### src/rtl/sw_pkg.sv
// Shared types and defaults for the stopwatch input-conditioning block.
package sw_pkg;

    typedef enum logic [1:0] {
        IDLE = 2'd0,
        RISE = 2'd1,
        HIGH = 2'd2,
        FALL = 2'd3
    } db_state_t;

    localparam int unsigned DB_CYCLES_DEF = 1_000_000;
    localparam int unsigned CNT_W_DEF     = 20;

endpackage

### src/rtl/btn_debounce.sv
// Two-flop synchroniser plus debounce FSM for one raw board input.
// level/rise are combinational from the flopped state so the parent's output register lands at 2+DB_CYCLES edges.
module btn_debounce
    import sw_pkg::*;
#(
    parameter int unsigned DB_CYCLES = DB_CYCLES_DEF,
    parameter int unsigned CNT_W     = CNT_W_DEF
) (
    input  logic clk,
    input  logic RESET,
    input  logic din,
    output logic level,
    output logic rise
);

    localparam logic [CNT_W-1:0] CNT_LAST = CNT_W'(DB_CYCLES - 1);

    logic             s1;
    logic             s2;
    db_state_t        state;
    db_state_t        state_nxt;
    logic [CNT_W-1:0] cnt;
    logic [CNT_W-1:0] cnt_nxt;
    logic [CNT_W-1:0] cnt_inc;

    // Saturating increment: the counter can never wrap back into a false qualify.
    assign cnt_inc = (cnt == CNT_LAST) ? cnt : cnt + 1'b1;

    always_ff @(posedge clk) begin
        if (RESET) begin
            s1    <= 1'b0;
            s2    <= 1'b0;
            state <= IDLE;
            cnt   <= '0;
        end else begin
            s1    <= din;
            s2    <= s1;
            state <= state_nxt;
            cnt   <= cnt_nxt;
        end
    end

    always_comb begin
        state_nxt = state;
        cnt_nxt   = cnt;
        case (state)
            IDLE: begin
                if (s2) begin
                    state_nxt = RISE;
                    cnt_nxt   = '0;
                end
            end
            RISE: begin
                if (!s2) begin
                    state_nxt = IDLE;
                end else begin
                    cnt_nxt = cnt_inc;
                    if (cnt_inc == CNT_LAST) state_nxt = HIGH;
                end
            end
            HIGH: begin
                if (!s2) begin
                    state_nxt = FALL;
                    cnt_nxt   = '0;
                end
            end
            FALL: begin
                if (s2) begin
                    state_nxt = HIGH;
                end else begin
                    cnt_nxt = cnt_inc;
                    if (cnt_inc == CNT_LAST) state_nxt = IDLE;
                end
            end
            default: state_nxt = IDLE;
        endcase
    end

    always_comb begin
        level = (state_nxt == HIGH) || (state_nxt == FALL);
        rise  = (state == RISE) && (state_nxt == HIGH);
    end

endmodule

### src/rtl/sw_input_cond.sv
// Debounces the stopwatch buttons/switches into registered PAUSE, RST_PULSE, ADJ, SEL; 2+DB_CYCLES edges, no backpressure.
// SW_PAUSE_TOGGLE_EN: defined -> PAUSE toggles per press (cleared by RST_PULSE); undefined -> PAUSE follows the held button.
module sw_input_cond
    import sw_pkg::*;
#(
    parameter int unsigned DB_CYCLES = DB_CYCLES_DEF,
    parameter int unsigned CNT_W     = CNT_W_DEF
) (
    input  logic clk,
    input  logic RESET,
    input  logic BTN_PAUSE,
    input  logic BTN_RST,
    input  logic SW_ADJ,
    input  logic SW_SEL,
    output logic PAUSE,
    output logic RST_PULSE,
    output logic ADJ,
    output logic SEL
);

    logic pause_lvl, pause_rise;
    logic rst_lvl,   rst_rise;
    logic adj_lvl,   adj_rise;
    logic sel_lvl,   sel_rise;
    logic unused_bits;

    btn_debounce #(.DB_CYCLES(DB_CYCLES), .CNT_W(CNT_W)) u_db_pause (
        .clk(clk), .RESET(RESET), .din(BTN_PAUSE), .level(pause_lvl), .rise(pause_rise)
    );
    btn_debounce #(.DB_CYCLES(DB_CYCLES), .CNT_W(CNT_W)) u_db_rst (
        .clk(clk), .RESET(RESET), .din(BTN_RST), .level(rst_lvl), .rise(rst_rise)
    );
    btn_debounce #(.DB_CYCLES(DB_CYCLES), .CNT_W(CNT_W)) u_db_adj (
        .clk(clk), .RESET(RESET), .din(SW_ADJ), .level(adj_lvl), .rise(adj_rise)
    );
    btn_debounce #(.DB_CYCLES(DB_CYCLES), .CNT_W(CNT_W)) u_db_sel (
        .clk(clk), .RESET(RESET), .din(SW_SEL), .level(sel_lvl), .rise(sel_rise)
    );

`ifdef SW_PAUSE_TOGGLE_EN
    assign unused_bits = ^{pause_lvl, rst_lvl, adj_rise, sel_rise};
`else
    assign unused_bits = ^{pause_rise, rst_lvl, adj_rise, sel_rise};
`endif

    always_ff @(posedge clk) begin
        if (RESET) begin
            PAUSE     <= 1'b0;
            RST_PULSE <= 1'b0;
            ADJ       <= 1'b0;
            SEL       <= 1'b0;
        end else begin
            RST_PULSE <= rst_rise;
            ADJ       <= adj_lvl;
            SEL       <= sel_lvl;
`ifdef SW_PAUSE_TOGGLE_EN
            // A clear press beats a simultaneous pause press so a paused watch always clears.
            if (rst_rise)
                PAUSE <= 1'b0;
            else if (pause_rise)
                PAUSE <= ~PAUSE;
`else
            PAUSE <= pause_lvl;
`endif
        end
    end

endmodule

### config.mk
export PLATFORM = sky130hd
export DESIGN_NAME = sw_input_cond
export DESIGN_NICKNAME = d
export VERILOG_FILES = /design/src/rtl/sw_pkg.sv /design/src/rtl/btn_debounce.sv /design/src/rtl/sw_input_cond.sv
export SDC_FILE = /design/constraint.sdc
export NUM_CORES = 1
export LEC_CHECK = 0
export ABC_CLOCK_PERIOD_IN_PS = 2400
export BUFFER_PORTS_ARGS = -buffer_cell sky130_fd_sc_hd__buf_2
export CAP_MARGIN = 30
export CORE_ASPECT_RATIO = 1.1
export CORE_MARGIN = 2
export CORE_UTILIZATION = 27
export CTS_BUF_LIST = sky130_fd_sc_hd__clkbuf_16
export CTS_CLUSTER_DIAMETER = 100
export DETAILED_ROUTE_END_ITERATION = 10
export PLACE_DENSITY_LB_ADDON = 0.3
export SLEW_MARGIN = 15
export SYNTH_ARGS = -nofsm -noshare
export SYNTH_HDL_FRONTEND = slang
export SYNTH_SLANG_ARGS = --single-unit
### constraint.sdc
create_clock -name clk -period 2.4 [get_ports clk]
set_input_delay 0.12 -clock clk [delete_from_list [all_inputs] [get_ports clk]]
set_output_delay 0.12 -clock clk [all_outputs]
set_load 0.02 [all_outputs]
Yosys cells after proc, flatten, opt, wreduce, memory -nomap -nowiden

Cells that the tools add are included.

Output and inout bits: 4
Memories: 0
RAM bits: 0
Memory bits (read-only): 0
Latch bits: 0
Flip-flop bits (word level): 100
Input port bits: 6
Word-level logic and storage cells: 131

Bitwise gates (word level): 0
Muxes and demuxes: 52
Equality and inequality tests: 43
Order comparisons: 0
Reductions and logical operators: 12
Div/mod/pow operators: 0
$add $sub $neg: 4
Shift-type cells: 0
Multipliers: 0

Operators by type and width:

| kind                    | number |
|---|---|
| $mux W20                | 20 |
| $pmux W20 S4            | 4 |
| $eq A20 B20 Y1 const B  | 8 |
| $add A20 B1 Y20 const B | 4 |
| $mux W2                 | 24 |
| $pmux W2 S4             | 4 |
| $eq A2 B2 Y1 const B    | 15 |
| $ne A2 B1 Y1 const B    | 8 |
| $ne A2 B2 Y1 const B    | 8 |
| $reduce_and A4 Y1       | 4 |
| $eq A2 B1 Y1 const B    | 4 |
| $logic_not A2 Y1        | 4 |
| $logic_or A1 B1 Y1      | 3 |
| $logic_and A1 B1 Y1     | 1 |

Logic depth before layout (Yosys ltp)

Gate-level depths: netlist (run 1).

Depth in word-level cells: 8
Gate-level depth with buffers: 9
Mapped depth without buffers: 8

Modules after synthesis

A second synthesis (run 1) with hierarchy kept.

Cells, all modules: 900
Area, all modules: 6706.4 µm²

Modules (own cells, without submodules):

| module        | cells each | seq. area each (µm²) | times used | area each (µm²) |
|---|---|---|---|---|
| btn_debounce  | 223        | 480.5                | 4          | 1650.3 |
| sw_input_cond | 8          | 80.1                 | 1          | 105.1 |

Worst setup path before layout (run 1)

No wires, ideal clock.

Kind: flip-flop to flip-flop
Start point: reg u_db_sel.cnt[0]
End point: reg SEL
Stages on the path, launching flop included: 9
Data arrival time: 2259 ps
Path buffers: 0
Required time: 2328 ps
Setup time: 72 ps
Clock period less this slack: 2330 ps
Path slack: 70 ps
Cells stage by stage: dfxtp_1 -> ha_1 -> inv_1 -> or4_1 -> nor2_1 -> xnor2_1 -> nand3_1 -> nor4_2 -> mux2i_1

Word-level cells in the longest chain between the ends: 8
Elaborated cells on any way between the ends: 12
Those cells by class: add/sub (1); eq/ne (4); mux (6); reduce/logical (1)

RTL lines:

| item                                              | RTL line                               | RTL |
|---|---|---|
| from (decl)                                       | btn_debounce.sv:22                     | `logic [CNT_W-1:0] cnt;` |
| from (signal assigned)                            | btn_debounce.sv:39                     | `cnt <= cnt_nxt;` |
| $add A20 B1 Y20 or $eq A20 B20 Y1 (tied branches) | btn_debounce.sv:27                     | `assign cnt_inc = (cnt == CNT_LAST) ? cnt : cnt + 1'b1;` |
| $mux W20 *                                        | btn_debounce.sv:27                     |  |
| $eq A20 B20 Y1 *                                  | btn_debounce.sv:58, btn_debounce.sv:72 |  |
| $mux W2, on equally long branches                 | btn_debounce.sv:72, btn_debounce.sv:58 |  |
| $mux W2, on equally long branches                 | btn_debounce.sv:68, btn_debounce.sv:54 |  |
| $pmux W2 S4 *                                     | btn_debounce.sv:46                     | `case (state)` |
| $eq A2 B2 Y1                                      | btn_debounce.sv:80                     | `level = (state_nxt == HIGH) \|\| (state_nxt == FALL);` |
| $logic_or A1 B1 Y1 *                              | btn_debounce.sv:80                     |  |
| to (signal assigned)                              | sw_input_cond.sv:55                    | `SEL <= sel_lvl;` |
| to (decl)                                         | sw_input_cond.sv:18                    | `output logic SEL` |

Mark *: on every way between the ends. The rest lies on a longest branch, timed or not.
A chain may end at the register's enable or synchronous reset.

Final worst setup path (run 1)

Start point: reg u_db_rst.cnt[12]
End point: reg u_db_rst.state[0]

Word-level cells in the longest chain between the ends: 6
Elaborated cells on any way between the ends: 9
Those cells by class: add/sub (1); eq/ne (2); mux (6)

RTL lines:

| item                                              | RTL line                               | RTL |
|---|---|---|
| from (decl)                                       | btn_debounce.sv:22                     |  |
| from (signal assigned)                            | btn_debounce.sv:39                     |  |
| $add A20 B1 Y20 or $eq A20 B20 Y1 (tied branches) | btn_debounce.sv:27                     |  |
| $mux W20 *                                        | btn_debounce.sv:27                     |  |
| $eq A20 B20 Y1 *                                  | btn_debounce.sv:58, btn_debounce.sv:72 |  |
| $mux W2, on equally long branches                 | btn_debounce.sv:72, btn_debounce.sv:58 |  |
| $mux W2, on equally long branches                 | btn_debounce.sv:68, btn_debounce.sv:54 |  |
| $pmux W2 S4 *                                     | btn_debounce.sv:46                     |  |
| to (signal assigned)                              | btn_debounce.sv:38                     | `state <= state_nxt;` |
| to (decl)                                         | btn_debounce.sv:20                     | `db_state_t state;` |

Marks and branches as above.

==> impl_results.md, run 1 <==
- Status: completed
- Mapped Nets: 863
- Die extent in x: 147 um
- Initial Utilization: 0.274
- Reg clk slew, reported paths: 0.08 ns
- Combinational power share: 0.037
- Post-synth EDFFs: 0
- Synth top area share: 0.330
- Clock power frac: 0.470
- Post-route antenna net violation count: 0
- Post-synth top flop: dfxtp_1
- Routed len/inst: 13.7 um
- Endpoints failing hold: 0
- Total GRT Usage: 0.139
- Lkg Pwr: 2.39 nW
- Worst slack, placed: 0.103 ns
- Worst slew margin: 0.394
- Nets: 894
- Crit Path Max Fanout: 4
- Synth area leader: dfxtp_1
- Achievable Freq: 435 MHz
- Final worst slack: around 0.1 ns
- Crit path required time: 2.63 ns
- Max-Cap Viols: 0
- Synth Warn #: 0
- Die H: 161 um
- Worst hold path class: primary input to flip-flop
- Filler instances: 2401
- Pin count of the biggest net entering global routing: 39
- Worst Tran Pin Value: 0.902 ns
- Core ar.: 22100 um^2
- Min Hold Slack: 0.00359 ns
- Finish-stage setup viols: 0
- TNS Setup: 0 ns
- Switching power: 0.000781 W
- CTS Buf Count: 9
- Pwr Density: ~470 nW/um^2
- Sequential element share of the synthesized area: 0.330
- Final Wtd Congestion: 0.845
- Final-report max-slew violation count: 0
- CTS tree: built
- Synth Area per Inst: 7.11 um^2
- Netlist cell types: 55
- Port Buffers: 9
- Layout area overhead: 18.2%
- Mapped Cells: approximately 850
- Clk Latency, worst-skew pair: between 0.3 and 0.4 ns
- Final min period: 2.30 ns
- Sw frac: 0.230
- Critical path data arrival time: between 2 and 3 ns
- Period utilization: 0.958
- RSZ-0062 raised after global routing: true
- Antenna Diode Count: 0
- Final wirelength: 16200 um
- Iter 0 DRT Violations: 539
- Detailed-route DRC error count: 0
- Hpwl dp: 11300 um
- Mapped Area: 6070 um^2
- Startpoint Class: flip-flop
- Synth top cells by count: nand2_1, a21oi_1, dfxtp_1, nor2_1, clkbuf_1
- CTS Root Buffer Type: clkbuf_16
- DR pass1 iterations: 5
- Vias after detailed routing: 6098
- Largest cells by area after synthesis: dfxtp_1, a21oi_1, nand2_1
- Setup Skew: 0.0125 ns
- Synth Register Bits: 100
- CTS max path bufs: 2
- Total gr overflow: 0
- Number of global-route vias before repair: 5522
- Antenna violations before repair: 0
- CP endpoint kind: flip-flop
- Row count: 57
- Most frequent cell after synthesis: nand2_1
- Vias per inst: approximately 5
- Layout cells sized above 1: 0.137
- Die Area: 23700 um^2
- Worst Path Class, Setup: flip-flop to flip-flop
- Htree depth: 3
- First-pass GRT wire length: 27400 um
- # IOs: 10
- Sink Count: 100
- Sequential cell fraction of total power: 0.492
- P_int: 0.00262 W
- Post-synthesis async set-or-reset flop share: 0
- Peak supply drop: ~0.22 mV
-- repair_timing --
action	4_1_cts	5_1_grt
gates resized for setup	0	19
buffers inserted	0	2
hold buffers	3	0
endpoints found under the setup margin	0	10
hold endpoints to repair	3	0
-- layout by cell type, fill, tap and decap left out, types with 6 or more instances in the layout --
master,netlist,routed
nand2_1,111,111
a21oi_1,102,101
dfxtp_1,100,93
nor2_1,89,88
buf_4,0,72
nor3_1,50,48
nand3_1,44,44
o21ai_0,42,42
nand4_1,35,35
xor2_1,21,21
xnor2_1,14,14
inv_1,14,14
or3_1,11,11
nor4_1,11,11
and3_1,10,10
nand2b_1,10,10
nor2b_1,10,10
a31oi_1,9,9
mux2i_1,9,9
clkbuf_16,0,9
and2_1,8,8
buf_2,11,8
and4_1,9,7
dfxtp_2,0,7
nor3b_1,8,6
o22ai_1,6,6
-- worst max-delay path: stages, from the launching register on --
cell	delay [ns]
dfxtp_1	0.32
or4bb_1	0.55
nor4_4	0.25
or2b_1	0.30
or2_1	0.25
a21oi_2	0.12
nand4_1	0.17
nor3b_2	0.20
-- stage by stage --
stage	utilization	cells	area, um^2	total power (W)
5_1_grt	0.325	1184	7180	0.00354
3_3_place_gp	0.306	1163	6760	0.00184
4_1_cts	0.322	1182	7110	0.00346
6_report	0.325	1184	7180	0.00340
3_5_place_dp	0.306	1163	6760	0.00184
2_1_floorplan	-	853	6070	0.00179
-- power by group through the flow --
stage               clock network (W)  logic [W]  registers [W]
floorplan                           0  0.0000820        0.00171
global placement                    0   0.000123        0.00171
detailed placement                  0   0.000125        0.00171
CTS                           0.00165   0.000129        0.00167
global route                  0.00172   0.000142        0.00168
finish                        0.00160   0.000126        0.00168
-- sequential cells by signal, summed over array words and instances (netlist names), 2 cells and up --
register and count:
u_db_adj.cnt 20, u_db_adj.state 2, u_db_pause.cnt 20, u_db_pause.state 2, u_db_rst.cnt 20, u_db_rst.state 2, u_db_sel.cnt 20, u_db_sel.state 2
-- layer usage --
metal	track usage	vias to the layer above	wire, um
li1	-	3110	-
met1	0.187	2846	7930
met2	0.224	120	7440
met3	0.0223	22	536
met4	0.0494	0	310
met5	0	-	0
-- final timing paths --
| kind | from | to | slack [ns] | cells past startpoint |
|---|---|---|---|---|
| worst max-delay path | u_db_rst.cnt[12]$_SDFFE_PP0P_ | u_db_rst.state[0]$_SDFF_PP0_ | 0.10 | 7 |
| worst min-delay path | SW_ADJ | u_db_adj.s1$_SDFF_PP0_ | 0.004 | 2 |
| worst max register to register | u_db_rst.cnt[12]$_SDFFE_PP0P_ | u_db_rst.state[0]$_SDFF_PP0_ | 0.10 | 7 |
| worst min register to register | u_db_rst.s1$_SDFF_PP0_ | u_db_rst.s2$_SDFF_PP0_ | 0.44 | 1 |
-- final cells by class --
type / count / area (um^2) / share of cell area
Timing Repair Buffer: 84 / 631 / 0.0879
Multi-Input combinational cell: 674 / 3790 / 0.529
Inverter: 15 / 56.3 / 0.00785
Sequential cell: 100 / 2010 / 0.280
Clock buffer: 9 / 225 / 0.0314
Clock inverter: 7 / 91.3 / 0.0127
Tap cell: 295 / 369 / 0.0514
-- cells by family (layout without fill, tap and decap cells) --
group	Yosys count	count (layout)	synth area share
simple gates	437	437	0.372
compound gates	189	189	0.172
flops	100	100	0.330
buf+inv	79	115	0.0524
xor+xnor	35	35	0.0505
mux	9	9	0.0148
fa+ha+maj	4	4	0.00825
No activity file was read; power rests on OpenSTA's default activity.
==> run 2: changes to the inputs <==
--- a/config.mk
+++ b/config.mk
@@ -5,7 +5,7 @@
 export SDC_FILE = /design/constraint.sdc
 export NUM_CORES = 1
 export LEC_CHECK = 0
-export ABC_CLOCK_PERIOD_IN_PS = 2400
+export ABC_CLOCK_PERIOD_IN_PS = 2550
 export BUFFER_PORTS_ARGS = -buffer_cell sky130_fd_sc_hd__buf_2
 export CAP_MARGIN = 30
 export CORE_ASPECT_RATIO = 1.1
==> constraint.sdc (replaced) <==
create_clock -name clk -period 2.55 [get_ports clk]
set_input_delay 0.1275 -clock clk [delete_from_list [all_inputs] [get_ports clk]]
set_output_delay 0.1275 -clock clk [all_outputs]
set_load 0.02 [all_outputs]
==> run 2 against run 1 <==
  * First-iteration DRC count rose by 10%
  * Largest power group is now clock
  * Highest routed layer unchanged
  * Worst hold slack gained 0.23 ns
  * Via count is 0.28% higher
  * Critical path type unchanged
==> impl_results.md, run 2 (synthesis results as in run 1) <==
- Status: completed
- TNS Setup: 0 ns
- Final worst slack: between 0.1 and 0.15 ns
- Die Area: 23700 um^2
- Hpwl dp: 11200 um
- Number of global-route vias before repair: 5583
- Endpoints failing hold: 0
- Routed len/inst: 13.9 um
- Antenna Diode Count: 0
- Layout area overhead: 16.8%
- Final-report max-slew violation count: 0
- Achievable Freq: between 400 and 500 MHz
- Die H: 161 um
- Worst R2R Path Depth: 10
- Worst Path Class, Setup: flip-flop to flip-flop
- CP Capture Point: u_db_sel.state[0]$_SDFF_PP0_
- Row count: 57
- Clk Latency, worst-skew pair: 0.35 ns
- # IOs: 10
- Most frequent cells in the layout: nand2_1, a21oi_1, dfxtp_1
- Pin count of the biggest net entering global routing: 45
- Sw frac: 0.220
- CTS max path bufs: 2
- CTS Root Buffer Type: clkbuf_16
- Worst hold path class: primary input to flip-flop
- P_int: 0.00257 W
- R2r startpoint: u_db_sel.cnt[0]$_SDFFE_PP0P_
- Antenna violations before repair: 0
- Sequential cell fraction of total power: 0.479
- Layout cells sized above 1: 0.112
- Final wirelength: 16300 um
- Pwr Density: 464 nW/um^2
- RSZ-0062 raised after global routing: false
- Combinational power share: 0.036
- Crit path required time: 2.75 ns
- Total gr overflow: 0
- Worst slack, placed: 0.0487 ns
- Clock power frac: 0.485
- Setup crit start: u_db_sel.cnt[0]$_SDFFE_PP0P_
- Setup Skew: about 0.0075 ns
- First-pass GRT wire length: 27600 um
- Htree depth: 3
- R2r setup slk: 0.13 ns
- CTS tree: built
- Critical path data arrival time: 2.62 ns
- Commonest non-fill, non-tap cell in the layout: nand2_1
- Worst slew margin: 0.417
- Crit Path Max Fanout: 5
- Iter 0 DRT Violations: 593
- Startpoint Class: flip-flop
- R2R Path End: u_db_sel.state[0]$_SDFF_PP0_
- Switching power: 0.000723 W
- Period utilization: 0.948
- Final Wtd Congestion: 0.858
- Die extent in x: 147 um
- Vias per inst: 5.24
- Core ar.: about 22000 um^2
- Initial Utilization: 0.274
- Post-route antenna net violation count: 0
- CTS Buf Count: 9
- Worst Tran Pin Value: 0.869 ns
- Detailed-route DRC error count: 0
- CP endpoint kind: flip-flop
- Peak supply drop: a little over 0.2 mV
- Sink Count: 100
- Max-Cap Viols: 0
- Final min period: 2.42 ns
- Nets: between 800 and 900
- Reg clk slew, reported paths: 0.07 ns
- DR pass1 iterations: 5
- Finish-stage setup viols: 0
- Vias after detailed routing: between 6000 and 7000
- Port Buffers: 9
- Total GRT Usage: 0.139
- Lkg Pwr: 2.37 nW
run 2: routing by layer:
layer,wire [um],vias to the layer above,track usage
li1,-,3084,-
met1,7650,2870,0.179
met2,7670,135,0.234
met3,568,26,0.0172
met4,362,0,0.0603
met5,0,-,0
run 2: power by group through the flow:
stage	clock [W]	sequential, W	combinational (W)
global placement	0	0.00161	0.000116
global route	0.00170	0.00158	0.000133
detailed placement	0	0.00161	0.000116
CTS	0.00165	0.00157	0.000121
finish	0.00159	0.00157	0.000120
floorplan	0	0.00161	0.0000772
run 2: worst max-delay path, stage by stage (launching register included):
cell and delay, ns:
dfxtp_2 0.36, ha_1 0.18, buf_4 0.14, and3_4 0.19
o21ai_0 0.10, or3b_4 0.42, nor3_4 0.20, o22ai_2 0.11
nor4_4 0.36, buf_4 0.17, nor3_1 0.03
run 2: area by class of cell:
cell class | instances | area [um^2]
clock inverter | 7 | 115
timing repair buffer | 68 | 513
tap | 295 | 369
sequential | 100 | 2010
multi-input combinational | 674 | 3800
inverter | 15 | 56.3
clock buffer | 9 | 225
fill | 2393 | 15000
run 2: worst min-delay path by stage:
stage / start / endpoint / slack (ns) / depth (start not counted)
after global routing: RESET / u_db_rst.cnt[6]$_SDFFE_PP0P_ / 0.26 / 2
final: RESET / u_db_rst.cnt[7]$_SDFFE_PP0P_ / 0.23 / 2
after detailed placement: BTN_RST / u_db_rst.s1$_SDFF_PP0_ / 0.34 / 2
after global placement: BTN_PAUSE / u_db_pause.s1$_SDFF_PP0_ / 0.33 / 2
after floorplan: SW_ADJ / u_db_adj.s1$_SDFF_PP0_ / 0.26 / 1
after CTS: RESET / u_db_rst.cnt[6]$_SDFFE_PP0P_ / 0.23 / 2
run 2: metrics by stage:
step	utilization	cells	power [W]	cell area [um^2]	hold slack, ns
floorplan	-	853	0.00169	6070	0.256
global route	0.320	1168	0.00341	7090	0.256
CTS	0.318	1167	0.00334	7020	0.234
finish	0.320	1168	0.00329	7090	0.232
detailed placement	0.300	1147	0.00173	6640	0.341
global placement	0.300	1147	0.00173	6640	0.334
run 2: repair_timing:
item	in CTS	in global routing
endpoints found under the hold margin	4	0
gates resized for setup	0	17
hold buffers	4	0
endpoints found under the setup margin	0	8
setup buffers	0	1
==> run 3: changes to the inputs <==
--- a/config.mk
+++ b/config.mk
@@ -15,7 +15,9 @@
 export CTS_CLUSTER_DIAMETER = 100
 export DETAILED_ROUTE_END_ITERATION = 10
 export PLACE_DENSITY_LB_ADDON = 0.3
+export RECOVER_POWER = 100
 export SLEW_MARGIN = 15
 export SYNTH_ARGS = -nofsm -noshare
 export SYNTH_HDL_FRONTEND = slang
+export SYNTH_HIERARCHICAL = 1
 export SYNTH_SLANG_ARGS = --single-unit
==> run 3 against run 2 <==
  * Die area up 8.7%
  * Register-to-register slack got worse by 0.09 ns
  * Critical path depth is 2 lower
  * Cell area is 10% higher
  * First-iteration DRC count shrank 39%
  * Non-clock buffer count grew 42
  * Count of clock-buffer cells in the layout did not move
  * Core utilization increased by 0.11 points
  * Sequential power barely moved
  * Maximum frequency is 3.5% lower
  * Clock power decreased by 18%
  * Largest cell class unchanged
==> impl_results.md, run 3 <==
- Status: completed
- Mapped Nets: 897
- Worst hold path class: primary input to flip-flop
- Total GRT Usage: 0.138
- Worst Tran Pin Value: slightly below 0.8 ns
- Port Buffers: 9
- Reg clk slew, reported paths: 0.07 ns
- Peak supply drop: 0.300 mV
- Core ar.: 24200 um^2
- Final wirelength: 18100 um
- CTS max path bufs: 2
- CP endpoint kind: flip-flop
- Number of global-route vias before repair: 5946
- Crit path required time: 2.77 ns
- Startpoint Class: flip-flop
- Synth Warn #: 6
- Max-Cap Viols: 0
- R2R Path End: SEL$_SDFF_PP0_
- Hold EP: u_db_rst/s1$_SDFF_PP0_
- Lkg Pwr: 2.75 nW
- Mapped Cells: 887
- Layout cells sized above 1: 0.168
- Hpwl dp: approximately 13000 um
- Endpoints failing hold: 0
- R2r setup slk: between 0.04 and 0.05 ns
- Post-DP Area: between 7000 and 8000 um^2
- Most frequent cells in the layout: nand2_1, nor2_1, dfxtp_1
- Clk Latency, worst-skew pair: ~0.36 ns
- Die Area: 25700 um^2
- Setup Skew: 0.0108 ns
- Final Non-Filler Cells: 1251
- Critical path data arrival time: between 2 and 3 ns
- Vias after detailed routing: 6576
- Placed cells: 1222
- # IOs: 10
- Finish-stage setup viols: 0
- Pwr Density: 384 nW/um^2
- CTS tree: built
- Routed len/inst: between 10 and 15 um
- Crit Path Max Fanout: 7
- Mapped Area: 6610 um^2
- CTS Root Buffer Type: clkbuf_16
- Worst slew margin: 0.473
- Row count: 60
- RSZ-0062 raised after global routing: true
- First-pass GRT wire length: 29700 um
- Initial Utilization: 0.273
- Commonest non-fill, non-tap cell in the layout: nand2_1
- Iter 0 DRT Violations: 364
- DR pass1 iterations: 4
- Pin count of the biggest net entering global routing: 73
- Die extent in x: 153 um
- CTS Buf Count: 9
- R2r startpoint: u_db_sel/cnt[0]$_SDFFE_PP0P_
- Tot Pwr: roughly 0.0030 W
- Htree depth: 3
- Synth Area per Inst: 7.45 um^2
- Worst Path Class, Setup: flip-flop to flip-flop
- Layout area overhead: 18.0%
- Sink Count: 100
- Nets: around 950
- Period utilization: 0.982
- Vias per inst: 5.26
- Hold path depth: 2
- Filler instances: 2598
- Final Cell Area: approximately 7800 um^2
- Die H: 168 um
- Achievable Freq: 399 MHz
- Worst R2R Path Depth: 8
- Final-report max-slew violation count: 0
- Final min period: ~2.5 ns
- Antenna violations before repair: 0
- Post-route antenna net violation count: 0
- Antenna Diode Count: 0
- Final Wtd Congestion: 0.851
- Hold Startpoint: RESET
- Total gr overflow: 0
- Detailed-route DRC error count: 0
-- run 3: how the worst max path moves through the flow --
| stage | from | end | slack [ns] |
|---|---|---|---|
| after global placement | u_db_pause/cnt[1]$_SDFFE_PP0P_ | PAUSE$_SDFF_PP0_ | 0.01 |
| final | u_db_sel/cnt[0]$_SDFFE_PP0P_ | SEL$_SDFF_PP0_ | 0.05 |
| after floorplan | u_db_adj/cnt[1]$_SDFFE_PP0P_ | ADJ$_SDFF_PP0_ | -0.001 |
| after global routing | u_db_pause/cnt[14]$_SDFFE_PP0P_ | PAUSE$_SDFF_PP0_ | -0.05 |
| after detailed placement | u_db_sel/cnt[8]$_SDFFE_PP0P_ | SEL$_SDFF_PP0_ | -0.04 |
| after CTS | u_db_pause/cnt[1]$_SDFFE_PP0P_ | PAUSE$_SDFF_PP0_ | 0.003 |
-- run 3: final cells by class --
| class | count | area [um^2] | area share |
|---|---|---|---|
| well taps | 310 | 388 | 0.0497 |
| clock buffers | 9 | 225 | 0.0289 |
| clock inverters | 7 | 35.0 | 0.00449 |
| flip-flops and latches | 100 | 2030 | 0.260 |
| repair buffers | 110 | 777 | 0.0996 |
| multi-input cells | 707 | 4310 | 0.553 |
| inverters | 8 | 30.0 | 0.00385 |
-- run 3: repair_timing --
item | 4_1_cts | 5_1_grt
endpoints found under the setup margin | 1 | 3
hold endpoints to repair | 4 | 0
gates resized for setup | 1 | 14
cloned | 0 | 0
pin swaps | 1 | 12
hold buffers | 4 | 0
buffers inserted | 0 | 9
-- run 3: per-layer routing --
layer | vias to the layer above | global-route usage | share of wire | routed length, um
li1 | 3312 | - | - | -
met1 | 3132 | 0.178 | 0.47 | 8570
met2 | 115 | 0.238 | 0.48 | 8700
met3 | 17 | 0.0142 | 0.028 | 507
met4 | 0 | 0.0535 | 0.016 | 296
met5 | - | 0 | 0 | 0
-- run 3: where the power goes --
group / switching, W / total [W] / internal [W]
Clock: 0.000646 / 0.00130 / 0.000651
Sequential: 0.00000889 / 0.00157 / 0.00156
Combinational: 0.0000810 / 0.000125 / 0.0000440
-- run 3: through the flow --
step	hold WS [ns]	setup slack, ns	TNS, ns	utilization
detailed placement	0.345	-0.0377	-0.0377	0.306
global route	0.376	-0.0529	-0.138	0.322
global placement	0.344	0.0127	0	0.306
floorplan	0.199	-0.00140	-0.00421	-
finish	0.313	0.0462	0	0.322
CTS	0.340	0.00263	0	0.319
-- run 3: worst max-delay path: stages, from the launching register on --
cell	delay [ns]
dfxtp_4	0.37
ha_4	0.17
and3_4	0.20
nand4_4	0.09
or3b_1	0.36
a221o_1	0.38
nor4_4	0.33
mux2_4	0.33
nor2b_1	0.12
